[src/rtl/mem_arbiter.sv]
// Shares one RAM port between instruction fetch and data requesters; data has priority with a fetch starvation guard.
// Optional build macro ARB_STATS_EN adds hit counters and a fetch starvation counter.
module mem_arbiter #(
    parameter int ADDR_W      = 32,
    parameter int DATA_W      = 32,
    parameter int MAX_DSTREAK = 4,
    parameter int TIMEOUT_CYC = 255
) (
    input  logic              CLK,
    input  logic              nRST,
    input  logic              iREN,
    input  logic [ADDR_W-1:0] iaddr,
    output logic              ihit,
    output logic [DATA_W-1:0] iload,
    input  logic              dREN,
    input  logic              dWEN,
    input  logic [ADDR_W-1:0] daddr,
    input  logic [DATA_W-1:0] dstore,
    output logic              dhit,
    output logic [DATA_W-1:0] dload,
    output logic              ramREN,
    output logic              ramWEN,
    output logic [ADDR_W-1:0] ramaddr,
    output logic [DATA_W-1:0] ramstore,
    input  logic [DATA_W-1:0] ramload,
    input  logic              ramready,
`ifdef ARB_STATS_EN
    output logic [31:0]       icount,
    output logic [31:0]       dcount,
    output logic [15:0]       starve_cnt,
`endif
    output logic              timeout_err
);

    localparam int SW = $clog2(MAX_DSTREAK + 1);
    localparam int CW = $clog2(TIMEOUT_CYC + 1);
    localparam logic [SW-1:0] STREAK_MAX = SW'(MAX_DSTREAK);
    localparam logic [CW-1:0] WAIT_LAST  = CW'(TIMEOUT_CYC - 1);

    typedef enum logic [1:0] {IDLE, ACC, RESP} state_t;

    state_t            r_state;
    logic              r_own_d;
    logic              r_wr;
    logic [ADDR_W-1:0] r_addr;
    logic [DATA_W-1:0] r_store;
    logic [SW-1:0]     r_dstreak;
    logic [CW-1:0]     r_wait;
    logic              r_ramREN;
    logic              r_ramWEN;
    logic              r_ihit;
    logic              r_dhit;
    logic [DATA_W-1:0] r_iload;
    logic [DATA_W-1:0] r_dload;
    logic              r_terr;

    logic w_dreq;
    logic w_igrant;
    logic w_dgrant;
    logic w_dwrite;

    // Fetch wins only when data has already taken MAX_DSTREAK grants in a row against it.
    assign w_dreq   = dREN | dWEN;
    assign w_igrant = iREN & (~w_dreq | (r_dstreak == STREAK_MAX));
    assign w_dgrant = w_dreq & ~w_igrant;
    assign w_dwrite = w_dgrant & dWEN;

    always_ff @(posedge CLK or negedge nRST) begin
        if (!nRST) begin
            r_state   <= IDLE;
            r_own_d   <= 1'b0;
            r_wr      <= 1'b0;
            r_addr    <= '0;
            r_store   <= '0;
            r_dstreak <= '0;
            r_wait    <= '0;
            r_ramREN  <= 1'b0;
            r_ramWEN  <= 1'b0;
            r_ihit    <= 1'b0;
            r_dhit    <= 1'b0;
            r_iload   <= '0;
            r_dload   <= '0;
            r_terr    <= 1'b0;
        end else begin
            r_ihit <= 1'b0;
            r_dhit <= 1'b0;
            case (r_state)
                IDLE: begin
                    if (w_igrant || w_dgrant) begin
                        r_own_d  <= w_dgrant;
                        r_wr     <= w_dwrite;
                        r_addr   <= w_dgrant ? daddr : iaddr;
                        r_store  <= w_dwrite ? dstore : '0;
                        r_ramREN <= ~w_dwrite;
                        r_ramWEN <= w_dwrite;
                        r_wait   <= '0;
                        r_state  <= ACC;
                        if (w_dgrant && iREN)
                            r_dstreak <= (r_dstreak == STREAK_MAX) ? r_dstreak : r_dstreak + SW'(1);
                        else
                            r_dstreak <= '0;
                    end
                end
                ACC: begin
                    if (ramready || r_wait == WAIT_LAST) begin
                        r_ramREN <= 1'b0;
                        r_ramWEN <= 1'b0;
                        r_ihit   <= ~r_own_d;
                        r_dhit   <= r_own_d;
                        r_state  <= RESP;
                        if (!ramready) begin
                            r_terr <= 1'b1;
                            if (r_own_d) r_dload <= '0;
                            else         r_iload <= '0;
                        end else if (!r_wr) begin
                            if (r_own_d) r_dload <= ramload;
                            else         r_iload <= ramload;
                        end
                    end else begin
                        r_wait <= r_wait + CW'(1);
                    end
                end
                RESP:    r_state <= IDLE;
                default: r_state <= IDLE;
            endcase
        end
    end

    assign ramREN      = r_ramREN;
    assign ramWEN      = r_ramWEN;
    assign ramaddr     = r_addr;
    assign ramstore    = r_store;
    assign ihit        = r_ihit;
    assign dhit        = r_dhit;
    assign iload       = r_iload;
    assign dload       = r_dload;
    assign timeout_err = r_terr;

`ifdef ARB_STATS_EN
    logic [31:0] r_icount;
    logic [31:0] r_dcount;
    logic [15:0] r_starve;

    always_ff @(posedge CLK or negedge nRST) begin
        if (!nRST) begin
            r_icount <= '0;
            r_dcount <= '0;
            r_starve <= '0;
        end else begin
            if (r_ihit) r_icount <= r_icount + 32'd1;
            if (r_dhit) r_dcount <= r_dcount + 32'd1;
            if (iREN && !(r_state == IDLE && w_igrant) && r_starve != 16'hFFFF)
                r_starve <= r_starve + 16'd1;
        end
    end

    assign icount     = r_icount;
    assign dcount     = r_dcount;
    assign starve_cnt = r_starve;
`endif

endmodule

[config.mk]
export PLATFORM = sky130hd
export DESIGN_NAME = mem_arbiter
export DESIGN_NICKNAME = d
export VERILOG_FILES = /design/src/rtl/mem_arbiter.sv
export SDC_FILE = /design/constraint.sdc
export NUM_CORES = 1
export LEC_CHECK = 0
export CAP_MARGIN = 30
export CORE_ASPECT_RATIO = 1.2
export CORE_UTILIZATION = 45
export DETAILED_ROUTE_END_ITERATION = 10
export GPL_TIMING_DRIVEN = 0
export PLACE_DENSITY = 0.85
export SLEW_MARGIN = 0
export SYNTH_ARGS = -nofsm -noshare
export SYNTH_HDL_FRONTEND = slang
export SYNTH_SLANG_ARGS = --single-unit
[constraint.sdc]
create_clock -name CLK -period 3.6 [get_ports CLK]
set_clock_uncertainty 0.05 [all_clocks]
set_input_delay 0.54 -clock CLK [delete_from_list [all_inputs] [get_ports CLK]]
set_output_delay 0.54 -clock CLK [all_outputs]
set_load 0.005 [all_outputs]
==> results.cfg <==
[routing]
wire_per_inst_um = 19.6
drtIter0Drc = 251
first_pass_iters = 4
ant_nets = 0
route.detailed.drc = 0
viasPerCell = 5.55
vias = 5122
postRouteWirelength_um = 18100

[logic_synthesis]
yosysSeqAreaShare_pct = 61.8
synth_flop_cell = dfrtp_1
synth_cell_type_count = 40
synth_warnings = 0
syn_inst = 460
ys_ff_latch = 148
synth_nets = 598
synth_area_per_cell_um2 = 13.0
async_reset_ff_share_pct = 100
syn_area_um2 = 6000
synth_edf_count = 0

[sta]
finalSetupViolations = 0
maxSlewViolCount = 0
fmax_mhz = 492
timing.final.ws_setup_ns = 1.57
holdWs_ns = 0.433
hold_viol = 0
relSlewSlack_pct = 60.5
fin_setup_tns_ns = 0
worst_pin_slew_ns = 0.593
finalCritPeriodShare_pct = 56.5
rsz0062_at_grt = false
layout_min_cycle_time_ns = 2.03

[cells_and_area]
finalNetCount = 884
multi_input_area_um2 = 2020
diodes = 0
regArea_um2 = 3700
fillers = 885
fin_area_um2 = 9450
drive_above_1_share_pct = 10.3
syn2layout_area_growth_pct = 57.6

[setup_path]
worstPathRequired_ns = 3.89
crit_path_end_kind = flop
critical_path_class = input port to flop
critPathArrivalTime_ns = 2.32
worstPathMaxFanout = 10
cp-start-kind = input port

[power_and_ir_drop]
power.internal_w = 0.00524
pwr_density_cell_nw_per_um2 = 821
clkPwrFrac_pct = 21.5
swShare_pct = 32.4
pwr-share-seq_pct = 36.4
power_w = 0.00776
p_leak_nw = 4.18
p_sw_w = 0.00252
pwr-share-comb_pct = 42.1
vdd_drop_max_uv = 404

[clock_tree]
cts_buffer_depth = 2
numCtsBuffers = 17
clock_latency_ns = 0.41
cts_tree = yes
clock-sinks = 148
cts_resized = 0
ctsHtreeMaxLevel = 4
cts_root_buf = clkbuf_16
path_clk_slew_ns = 0.06

[place]
gp_congestion = 0.843
io_buffer_count = 265
placed_area_um2 = 8880
pre_cts_ws_ns = 1.13
place_hpwl_um = 13300

[grt]
grt_pass1_wl_um = 28100
grt-ovfl-total = 0
grt_pass1_vias = 5431
grt_usage_pct = 26.7
grt_max_degree = 107
antenna_found_initial = 0

[floorplan]
io-pin-count = 267
die_area_um2 = 13800
die_w_um = 107
start_util_pct = 46.7
dieHeight_um = 128
rows = 45
core_um2 = 12800

[status]
outcome = completed

[flow_run]
maxCapViolCount = 0

[min_path]
hold_class = flop to flop
[power groups by stage]
stage	logic (W)	clock network (W)	registers, W
floorplan	0.00130	0	0.00282
global placement	0.00315	0	0.00280
detailed placement	0.00327	0	0.00283
CTS	0.00329	0.00169	0.00282
global route	0.00351	0.00177	0.00290
finish	0.00326	0.00167	0.00283
[stage by stage]
stage                     utilization (%)  instances
after floorplan                         -        460
after global placement               69.0        889
after detailed placement             69.2        890
after CTS                            73.6        923
after global routing                 73.6        923
final                                73.6        923
[layer usage]
layer | GRT usage [%] | vias to the layer above | wire length [µm]
li1 | - | 2321 | -
met1 | 28.5 | 2539 | 6560
met2 | 49.2 | 235 | 9710
met3 | 8.87 | 27 | 1430
met4 | 9.19 | 0 | 350
met5 | 0 | - | 0
[layout by cell type, fill, tap and decap left out, drive strengths merged]
cell type      synthesis  routed
clkbuf                 8      26
nand4                  4       4
bufinv                 0       1
o21a                   1       1
nand4b                 1       1
a21oi                  1       1
nor2b                  4       4
o31ai                  1       1
clkdlybuf4s50          0     264
inv                    5       9
a21o                   2       2
dlygate4sd3            0       1
o31a                   1       1
clkinv                 0       5
and3                   1       1
or3                    3       3
a22o                  33      33
a32o                  64      64
nor2                   5       5
a31o                   2       2
nor3b                  1       1
dfrtp                148     148
buf                   34      36
nand3                 15      15
o211ai                 2       2
a2bb2oi                1       1
nor3                   3       3
or4                    1       1
o21ai                 42      42
and2                   2       2
nand2                 37      37
xnor2                  1       1
ha                     4       4
clkinvlp               0       4
a21boi                 1       1
mux2i                 32      32
[Yosys cell counts, types with 2 or more instances]
master / number / share of area (%)
dfrtp_1: 148 / 62
buf_4: 2 / 0.25
o211ai_1: 2 / 0.25
a31o_2: 2 / 0.29
nor2_1: 4 / 0.25
nor3_1: 2 / 0.17
or3_1: 3 / 0.31
a32o_1: 64 / 11
clkbuf_1: 7 / 0.44
inv_1: 5 / 0.31
nand3_1: 15 / 1.3
o21ai_2: 3 / 0.44
and2_1: 2 / 0.21
a22o_1: 33 / 4.8
nand2_1: 37 / 2.3
buf_2: 24 / 2.0
ha_1: 4 / 0.83
o21ai_0: 29 / 2.4
buf_6: 8 / 1.5
a21o_1: 2 / 0.25
nor2b_1: 3 / 0.31
nand4_1: 3 / 0.31
o21ai_1: 10 / 0.83
mux2i_1: 32 / 5.3
[repair_timing]
item,in CTS,in global routing
endpoints found under the hold margin,3,0
hold buffers,1,0
setup endpoints to repair,0,0
buffers inserted,0,0
[logic make-up (layout without fill, tap and decap cells)]
group,after synthesis,count (layout),share of synthesized area (%)
AO/OA/AOI/OAI,151,151,21.0
flip-flops,148,148,61.8
XOR/XNOR,1,1,0.146
buffers and inverters,47,346,4.59
adder cells (fa/ha/maj),4,4,0.835
multiplexers,32,32,5.34
AND/OR/NAND/NOR,77,77,6.36
[critical path, cell delays in order]
cell             delay (ns)
clkdlybuf4s50_1        0.48
o31ai_4                0.51
clkbuf_1               0.52
nand3_1                0.17
nand3_1                0.10
[final timing paths]
check,cells after the start,slack (ns),end,startpoint
setup / recovery,5,1.57,r_wait[6]$_DFFE_PN0P_,dREN
hold / removal,2,0.43,ramaddr[16]$_DFFE_PN0P_,ramaddr[16]$_DFFE_PN0P_
setup reg to reg,8,1.73,ramaddr[19]$_DFFE_PN0P_,r_dstreak[1]$_DFFE_PN0P_
hold reg to reg,2,0.43,ramaddr[16]$_DFFE_PN0P_,ramaddr[16]$_DFFE_PN0P_
max in group asynchronous,3,2.06,ramstore[31]$_DFFE_PN0P_,nRST
min in group asynchronous,2,0.59,dload[1]$_DFFE_PN0P_,nRST
[sequential cells by signal, summed over array words and instances (netlist names)]
name         count
timeout_err      1
dload           32
r_wr             1
ihit             1
ramREN           1
iload           32
r_dstreak        3
r_state          2
dhit             1
ramaddr         32
r_own_d          1
ramWEN           1
ramstore        32
r_wait           8
[layout make-up]
cell class,instances,area share (%)
inverter,5,0.199
tap,164,2.17
clock inverter,14,1.38
timing repair buffer,267,28.5
buffer,42,2.71
multi-input combinational,265,21.4
clock buffer,18,4.54
sequential,148,39.2
Power figures use the tool's default switching activity.
